[src/rtl/aes_tx_pkg.sv]
// Shared types and constants for the AES result UART transmitter.
// Optional build macro AES_TX_PARITY_EN adds an even-parity bit per frame.
package aes_tx_pkg;

  typedef enum logic [2:0] {
    IDLE   = 3'd0,
    START  = 3'd1,
    DATA   = 3'd2,
    PARITY = 3'd3,
    STOP   = 3'd4
  } tx_state_t;

  localparam logic TX_IDLE_LVL  = 1'b1;
  localparam int   TX_DATA_BITS = 8;

  function automatic logic even_parity(input logic [7:0] data);
    return ^data;
  endfunction

endpackage

[src/rtl/aes_tx_fifo.sv]
// Synchronous FIFO buffering captured result bytes; a pop in the same cycle
// frees a slot so a push while full is still accepted.
module aes_tx_fifo #(
  parameter int DEPTH = 4,
  parameter int WIDTH = 8
) (
  input  logic                   clk,
  input  logic                   rst,
  input  logic                   push,
  input  logic                   pop,
  input  logic [WIDTH-1:0]       wdata,
  output logic [WIDTH-1:0]       rdata,
  output logic                   full,
  output logic                   empty,
  output logic [$clog2(DEPTH):0] level
);

  localparam int AW = $clog2(DEPTH);
  localparam int LW = AW + 1;
  localparam logic [LW-1:0] FULL_LVL = LW'(DEPTH);
  localparam logic [LW-1:0] LVL_ONE  = LW'(1);
  localparam logic [AW-1:0] PTR_ONE  = AW'(1);

  logic [WIDTH-1:0] mem [DEPTH];
  logic [AW-1:0]    wr_ptr;
  logic [AW-1:0]    rd_ptr;
  logic             do_push;
  logic             do_pop;

  assign full    = (level == FULL_LVL);
  assign empty   = (level == {LW{1'b0}});
  assign do_pop  = pop & ~empty;
  assign do_push = push & (~full | do_pop);
  assign rdata   = mem[rd_ptr];

  // Storage array; contents need no reset because level gates every read.
  always_ff @(posedge clk) begin
    if (do_push) begin
      mem[wr_ptr] <= wdata;
    end
  end

  // Pointers wrap naturally since DEPTH is a power of two.
  always_ff @(posedge clk) begin
    if (rst) begin
      wr_ptr <= {AW{1'b0}};
      rd_ptr <= {AW{1'b0}};
      level  <= {LW{1'b0}};
    end else begin
      if (do_push) begin
        wr_ptr <= wr_ptr + PTR_ONE;
      end
      if (do_pop) begin
        rd_ptr <= rd_ptr + PTR_ONE;
      end
      case ({do_push, do_pop})
        2'b10:   level <= level + LVL_ONE;
        2'b01:   level <= level - LVL_ONE;
        default: level <= level;
      endcase
    end
  end

endmodule

[src/rtl/aes_result_uart_tx.sv]
// Captures each rising edge of the AES core's ready flag and sends the result
// byte as a UART frame (8N1, or 8E1 when AES_TX_PARITY_EN is defined).
module aes_result_uart_tx
  import aes_tx_pkg::*;
#(
  parameter int CLKS_PER_BIT = 16,
  parameter int DEPTH        = 4
) (
  input  logic                   clk,
  input  logic                   rst,
  input  logic [7:0]             res_data,
  input  logic                   res_ready,
  output logic                   tx,
  output logic                   tx_busy,
  output logic [$clog2(DEPTH):0] fifo_level,
  output logic                   overflow
);

  localparam int CNT_W = (CLKS_PER_BIT > 2) ? $clog2(CLKS_PER_BIT) : 1;
  localparam logic [CNT_W-1:0] CNT_LAST = CNT_W'(CLKS_PER_BIT - 1);
  localparam logic [CNT_W-1:0] CNT_ONE  = CNT_W'(1);
  localparam logic [2:0]       LAST_IDX = 3'(TX_DATA_BITS - 1);

  tx_state_t        state;
  logic             ready_q;
  logic             push_req;
  logic             pop;
  logic             fifo_full;
  logic             fifo_empty;
  logic [7:0]       head;
  logic [7:0]       shreg;
  logic [CNT_W-1:0] bit_cnt;
  logic [2:0]       bit_idx;
  logic [2:0]       next_idx;
  logic             bit_done;

  assign push_req = res_ready & ~ready_q;
  assign pop      = (state == IDLE) & ~fifo_empty;
  assign bit_done = (bit_cnt == CNT_LAST);
  assign next_idx = bit_idx + 3'd1;

  aes_tx_fifo #(
    .DEPTH (DEPTH),
    .WIDTH (8)
  ) u_fifo (
    .clk   (clk),
    .rst   (rst),
    .push  (push_req),
    .pop   (pop),
    .wdata (res_data),
    .rdata (head),
    .full  (fifo_full),
    .empty (fifo_empty),
    .level (fifo_level)
  );

  // A capture is lost only when full and no pop makes room this cycle.
  always_ff @(posedge clk) begin
    if (rst) begin
      ready_q  <= 1'b0;
      overflow <= 1'b0;
    end else begin
      ready_q  <= res_ready;
      overflow <= overflow | (push_req & fifo_full & ~pop);
    end
  end

  // Transmit FSM; tx and tx_busy change on the same edge as the state.
  always_ff @(posedge clk) begin
    if (rst) begin
      state   <= IDLE;
      tx      <= TX_IDLE_LVL;
      tx_busy <= 1'b0;
      bit_cnt <= {CNT_W{1'b0}};
      bit_idx <= 3'd0;
      shreg   <= 8'h00;
    end else begin
      case (state)
        IDLE: begin
          bit_cnt <= {CNT_W{1'b0}};
          bit_idx <= 3'd0;
          if (!fifo_empty) begin
            shreg   <= head;
            state   <= START;
            tx      <= 1'b0;
            tx_busy <= 1'b1;
          end else begin
            tx      <= TX_IDLE_LVL;
            tx_busy <= 1'b0;
          end
        end
        START: begin
          if (bit_done) begin
            bit_cnt <= {CNT_W{1'b0}};
            state   <= DATA;
            tx      <= shreg[0];
          end else begin
            bit_cnt <= bit_cnt + CNT_ONE;
          end
        end
        DATA: begin
          if (bit_done) begin
            bit_cnt <= {CNT_W{1'b0}};
            if (bit_idx == LAST_IDX) begin
`ifdef AES_TX_PARITY_EN
              state <= PARITY;
              tx    <= even_parity(shreg);
`else
              state <= STOP;
              tx    <= TX_IDLE_LVL;
`endif
            end else begin
              bit_idx <= next_idx;
              tx      <= shreg[next_idx];
            end
          end else begin
            bit_cnt <= bit_cnt + CNT_ONE;
          end
        end
`ifdef AES_TX_PARITY_EN
        PARITY: begin
          if (bit_done) begin
            bit_cnt <= {CNT_W{1'b0}};
            state   <= STOP;
            tx      <= TX_IDLE_LVL;
          end else begin
            bit_cnt <= bit_cnt + CNT_ONE;
          end
        end
`endif
        STOP: begin
          if (bit_done) begin
            bit_cnt <= {CNT_W{1'b0}};
            state   <= IDLE;
            tx      <= TX_IDLE_LVL;
            tx_busy <= 1'b0;
          end else begin
            bit_cnt <= bit_cnt + CNT_ONE;
          end
        end
        default: begin
          state   <= IDLE;
          tx      <= TX_IDLE_LVL;
          tx_busy <= 1'b0;
          bit_cnt <= {CNT_W{1'b0}};
        end
      endcase
    end
  end

endmodule

[config.mk]
export PLATFORM = sky130hd
export DESIGN_NAME = aes_result_uart_tx
export DESIGN_NICKNAME = d
export VERILOG_FILES = /design/src/rtl/aes_tx_pkg.sv /design/src/rtl/aes_tx_fifo.sv /design/src/rtl/aes_result_uart_tx.sv
export SDC_FILE = /design/constraint.sdc
export NUM_CORES = 1
export LEC_CHECK = 0
export CAP_MARGIN = 40
export CORE_MARGIN = 4
export CORE_UTILIZATION = 58
export DETAILED_ROUTE_END_ITERATION = 10
export PLACE_DENSITY = 0.78
export SETUP_SLACK_MARGIN = 0.2
export SLEW_MARGIN = 20
export SYNTH_ARGS = -nofsm -noshare
export SYNTH_HDL_FRONTEND = slang
export SYNTH_SLANG_ARGS = --single-unit
export TNS_END_PERCENT = 100
[constraint.sdc]
create_clock -name clk -period 2.6 [get_ports clk]
set_input_delay 0.52 -clock clk [delete_from_list [all_inputs] [get_ports clk]]
set_output_delay 0.52 -clock clk [all_outputs]
set_load 0.005 [all_outputs]
-- Yosys cells after proc, flatten, opt, wreduce, memory -nomap -nowiden
Memory sizes are Yosys's and may differ from the RTL's. A register that Yosys moved wholly into a read port is not among the register bits.
Index checks and enable logic that the tools add are counted.
- register bits: 21
- latch bits: 0
- memory bits (writable): 32
- bits in read-only memories: 0
- input port bits: 11
- output and inout bits: 6
- logic and storage cells: 81
- memories kept: 1
- add/subtract/negate cells: 6
- multipliers: 0
- divide/modulo/power cells: 0
- order comparisons: 1
- equal/unequal tests: 14
- shift operators: 0
- mux-type cells: 23
- bitwise operators: 14
- reduce and logical (&&, ||, !) cells: 12
- memories (memory ; words ; bits a word ; rd ports ; clocked after memory_dff ; write ports ; RTL line ; source):
    u_fifo.mem ; 4 ; 8 ; 1 ; 1 ; 1 ; aes_tx_fifo.sv:24 ; logic [WIDTH-1:0] mem [DEPTH];
- operators with widths (kind ; count):
    $mux 3 ; 7
    $ne 2x2->1 const B ; 6
    $pmux 3 s2 ; 2
    $pmux 3 s4 ; 1
    $mux 1 ; 10
    $eq 3x3->1 const B ; 3
    $add 3x1->3 const B ; 2
    $and 1x1->1 ; 6
    $logic_not 3->1 ; 2
    $not 1->1 ; 6
    $reduce_and 3->1 ; 2
    $reduce_or 3->1 ; 2
    $reduce_and 5->1 ; 1
    $add 2x1->2 const B ; 2
    $add 4x1->4 const B ; 1
    $eq 4x4->1 const B ; 1
    $lt 3x4->1 const B ; 1
    $pmux 1 s4 ; 1
    $reduce_and 2->1 ; 2
    $reduce_bool 2->1 ; 2
    $bmux 1 s3 ; 1
    $eq 3x1->1 const B ; 1
    $eq 3x2->1 const B ; 1
    $pmux 1 s3 ; 1
    other kinds (5) ; 6

-- Longest topological paths before layout
- word-level depth: 8
- gate-level depth with buffers: 11
- mapped depth without buffers: 9

-- Modules after synthesis
A second synthesis with hierarchy kept.
- cell total of the unflattened synthesis: 214
- area total of the unflattened synthesis: 2737.6 um^2
- modules (own cells, without submodules) (module ; times used ; cells each ; area an instance (um^2) ; sequential area each (um^2)):
    aes_tx_fifo ; 1 ; 96 ; 1645.3 ; 1141.1
    aes_result_uart_tx ; 1 ; 118 ; 1092.3 ; 440.4

-- Worst setup path before layout
OpenSTA, ideal clock, no wires.
- path type: register to register
- start: register state[2]
- end: register u_fifo.level[2]
- data arrival time: 2.248 ns
- required time: 2.530 ns
- setup slack: 0.282 ns
- stages on the path, launching flop included: 12
- buffers on the path: 2
- period minus slack after synthesis: 2.318 ns
- path through: dfxtp_1 > buf_2 > nor3_1 > nand2_1 > inv_1 > buf_2 > ha_1 > inv_1 > fa_1 > xor2_1 > or3_1 > a21oi_1
- longest elaborated chain between the ends: 7
- elaborated cells between the ends (all ways): 9
- ends and longest elaborated chain (item ; RTL line ; source):
    from (decl) ; aes_result_uart_tx.sv:24 ; tx_state_t state;
    from (signal assigned) ; aes_result_uart_tx.sv:71 ; state <= IDLE;
    from (signal assigned) ; aes_result_uart_tx.sv:84 ; state <= START;
    from (signal assigned) ; aes_result_uart_tx.sv:95 ; state <= DATA;
    $logic_not 3->1 * ; aes_result_uart_tx.sv:38 ; assign pop = (state == IDLE) & ~fifo_empty;
    $and 1x1->1 * ; aes_result_uart_tx.sv:38 ;
    named net pop ; aes_result_uart_tx.sv:27 ; logic pop;
    $and 1x1->1 * ; aes_tx_fifo.sv:32 ; assign do_pop = pop & ~empty;
    $or 1x1->1 ; aes_tx_fifo.sv:33 ; assign do_push = push & (~full | do_pop);
    $and 1x1->1 ; aes_tx_fifo.sv:33 ;
    $eq 2x1->1 or $eq 2x2->1 (tied branches) ; aes_tx_fifo.sv:56 ; case ({do_push, do_pop})
    $pmux 3 s2 or $reduce_bool 2->1 (tied branches) ; -- ;
    to (signal assigned) ; aes_tx_fifo.sv:57 ; 2'b10: level <= level + LVL_ONE;
    to (signal assigned) ; aes_tx_fifo.sv:58 ; 2'b01: level <= level - LVL_ONE;
    to (signal assigned) ; aes_tx_fifo.sv:59 ; default: level <= level;
    to (decl) ; aes_tx_fifo.sv:15 ; output logic [$clog2(DEPTH):0] level
The timed path passes the listed nets; every way through them passes the cells marked *.
A chain may end at the register's enable or synchronous reset.

-- Final worst setup path
- start: register state[2]
- end: register u_fifo.level[2]
- longest elaborated chain between the ends: 7
- elaborated cells between the ends (all ways): 9
- ends and longest elaborated chain (item ; RTL line):
    $logic_not 3->1 * ; aes_result_uart_tx.sv:38
    $and 1x1->1 * ; aes_result_uart_tx.sv:38
    $and 1x1->1 * ; aes_tx_fifo.sv:32
    $or 1x1->1 ; aes_tx_fifo.sv:33
    $and 1x1->1 ; aes_tx_fifo.sv:33
    $eq 2x1->1 or $eq 2x2->1 (tied branches) ; aes_tx_fifo.sv:56
    $pmux 3 s2 or $reduce_bool 2->1 (tied branches) ; --
Every way passes the cells marked *; elsewhere a longest branch is shown, timed or not.

==> flow_summary.toml <==
[run_status]
status = "finished, final reports clean"

[sta]
post-route-period-util_pct = 87.5
fmax_mhz = 439
min_period_ps = 2280
slew-limit-headroom_pct = 57.9
rsz0062_at_grt = "no"
finalMaxSlewViolations = 0
setup_viol = 0
skew_ps = 6.53
tns_ps = 0
layout_setup_ws_ps = 324
tightest_slew_ps = 630
whs_ps = 452
hold_viol = 0

[synth]
synth.ff_latch_count = 61
syn-instance-count = 207
ys_seq_area_share_pct = 60.1
syn-num-nets = 227
syn-cell-area_um2 = 2560
synth.avg_cell_area_um2 = 12.4
yosysWarnings = 0
synth_cell_types = 36

[worst_setup_path]
crit_required_ps = 2860
worst-path-max-fanout = 11
cp.arrival_ps = 2540
worstSetupPathType = "reg -> reg"
reg2reg_depth = 9
cp-end-kind = "flop"
start_kind = "flop"

[clock_tree]
clk_pin_slew_worst_paths_ps = 60
cts.path.max_buffers = 2
clock-sinks = 61
cts_made_buffers = 9
cts_tree = "done"
ctsRootBufferMaster = "clkbuf_8"
ctsHoldBuffers = 0
cts_setup_buffers = 0
clkLatencyLatePin_ps = 330
htreeDepth = 3

[layout]
final_util_pct = 71.4
antenna_cells = 0
final_common_cell = "edfxtp_1"
drive_gt1_share_pct = 13.7
register_area_um2 = 1540
instances_no_fill = 284
design_area_um2 = 2960
final_cell_mix = "edfxtp_1 (32), dfxtp_1 (28), nand2_1 (22)"
nNetsFinal = 250
multi_input_area_um2 = 952
area_growth_pct = 15.3
fill_cells = 302

[detailed_routing]
route.met3.wl_um = 178
wl_per_cell_um = 15.3
top_layer = "met4"
routed_via_density = 5.63
wirelength_mm = 4.36
via_count = 1598
dr_wl_met2_mm = 2.29
ant_nets = 0
drt_iter0_markers = 90
drtPass1Iterations = 4
wl_met1_mm = 1.84
drc = 0

[floorplanning]
die-height_um = 74.5
rows = 23
coreArea_um2 = 4140
fp.dieW_um = 74.5
io_pins = 17
start_util_pct = 61.9
die_area_um2 = 5550

[grt]
grt_pass1_wl_mm = 7.38
antenna_found_initial = 0
grt_pass1_vias = 1645
grtUsageTotal_pct = 18.3
gr-total-overflow = 0
grt_max_degree = 24

[place]
dp_hpwl_mm = 3.18
port_buffers = 16
place_area_um2 = 2790
gp_congestion = 0.810
dp_cells = 269
dp_slack_ps = 89.2

[hold_path]
min_path_type = "reg -> reg"
min_path_cells = 1

[flow_run]
maxCapViolCount = 0

[pwr]
vdd_drop_max_v = 0.000507
p_per_area_nw_per_um2 = 937
p_total_mw = 2.77
p_leak_nw = 1.04
==> per-layer routing <==
layer	global-route usage (%)	vias up
li1	-	790
met1	21.3	776
met2	30.2	25
met3	8.24	7
met4	6.32	0
met5	0	-
==> cell families (layout without fill, tap and decap cells) <==
group,after synthesis,after routing,synth area share (%)
simple gates,71,71,13.3
compound gates,28,28,7.32
fa+ha+maj,9,9,4.68
buf+inv,18,45,2.78
flops,61,61,60.1
mux,12,12,9.07
xor+xnor,8,8,2.73
==> report_power, final <==
part           internal (mW)  switching, mW
registers               1.15          0.136
logic                  0.399          0.376
clock network          0.389          0.319
==> critical path: stages (launching register included) <==
cell      delay, ps
dfxtp_1         410
or3_4           420
a311oi_4        300
inv_1            80
ha_1            210
inv_1            80
fa_1            190
xor2_1           80
or3_1           310
a21oi_1         150
==> sequential cells by signal, summed over array words and instances (netlist names) <==
register / flops
u_fifo.mem: 32
shreg: 8
bit_cnt: 4
bit_idx: 3
state: 3
u_fifo.level: 3
u_fifo.rd_ptr: 2
u_fifo.wr_ptr: 2
overflow: 1
ready_q: 1
tx: 1
tx_busy: 1
==> what timing repair did <==
| action | CTS | global route |
|---|---|---|
| hold endpoints to repair | 0 | 0 |
| gates resized for setup | 0 | 1 |
| setup endpoints to repair | 0 | 1 |
==> synth_stat cells <==
cell type	number	share of area, %
nor4_1	1	0.24
a21boi_0	1	0.29
nor2_1	18	2.6
a21oi_1	14	2.7
nor3_1	4	0.78
xor2_1	5	1.7
nand2b_1	3	0.73
o22a_1	2	0.68
or2_2	1	0.24
or3b_2	1	0.34
and2_1	4	0.98
buf_2	3	0.59
a31oi_1	1	0.24
clkbuf_1	5	0.73
o211ai_1	1	0.29
inv_1	9	1.3
xnor2_1	3	1.0
or3_1	3	0.73
dfxtp_1	29	23
a41oi_1	1	0.34
nand3_1	8	1.6
mux2i_1	3	1.2
o311a_1	1	0.39
mux4_2	9	7.9
nand2_1	22	3.2
a311oi_4	1	1.0
and3_1	1	0.24
or3_4	1	0.44
o21ai_0	5	0.98
nor3b_1	2	0.59
fa_1	1	0.78
buf_1	1	0.15
ha_1	8	3.9
edfxtp_1	32	37
o31a_1	1	0.34
nand3b_1	2	0.59
==> area by class of cell <==
class / count / area share, %
inverter: 9 / 1.14
clock inverter: 2 / 0.338
clock buffer: 13 / 5.37
sequential: 61 / 52.2
tap: 50 / 2.12
timing repair buffer: 21 / 6.68
multi-input combinational: 128 / 32.2
==> path summary, 6_finish.rpt <==
check                                                     to                   from  slack [ps]
worst max-delay path            u_fifo.level[2]$_SDFFE_PP0P_  state[2]$_SDFFE_PP0P_         320
worst min-delay path                   bit_cnt[0]$_SDFF_PP0_  bit_cnt[0]$_SDFF_PP0_         450
worst min register to register         bit_cnt[0]$_SDFF_PP0_  bit_cnt[0]$_SDFF_PP0_         450
worst max register to register  u_fifo.level[2]$_SDFFE_PP0P_  state[2]$_SDFFE_PP0P_         320
No activity file was read; power rests on OpenSTA's default activity.
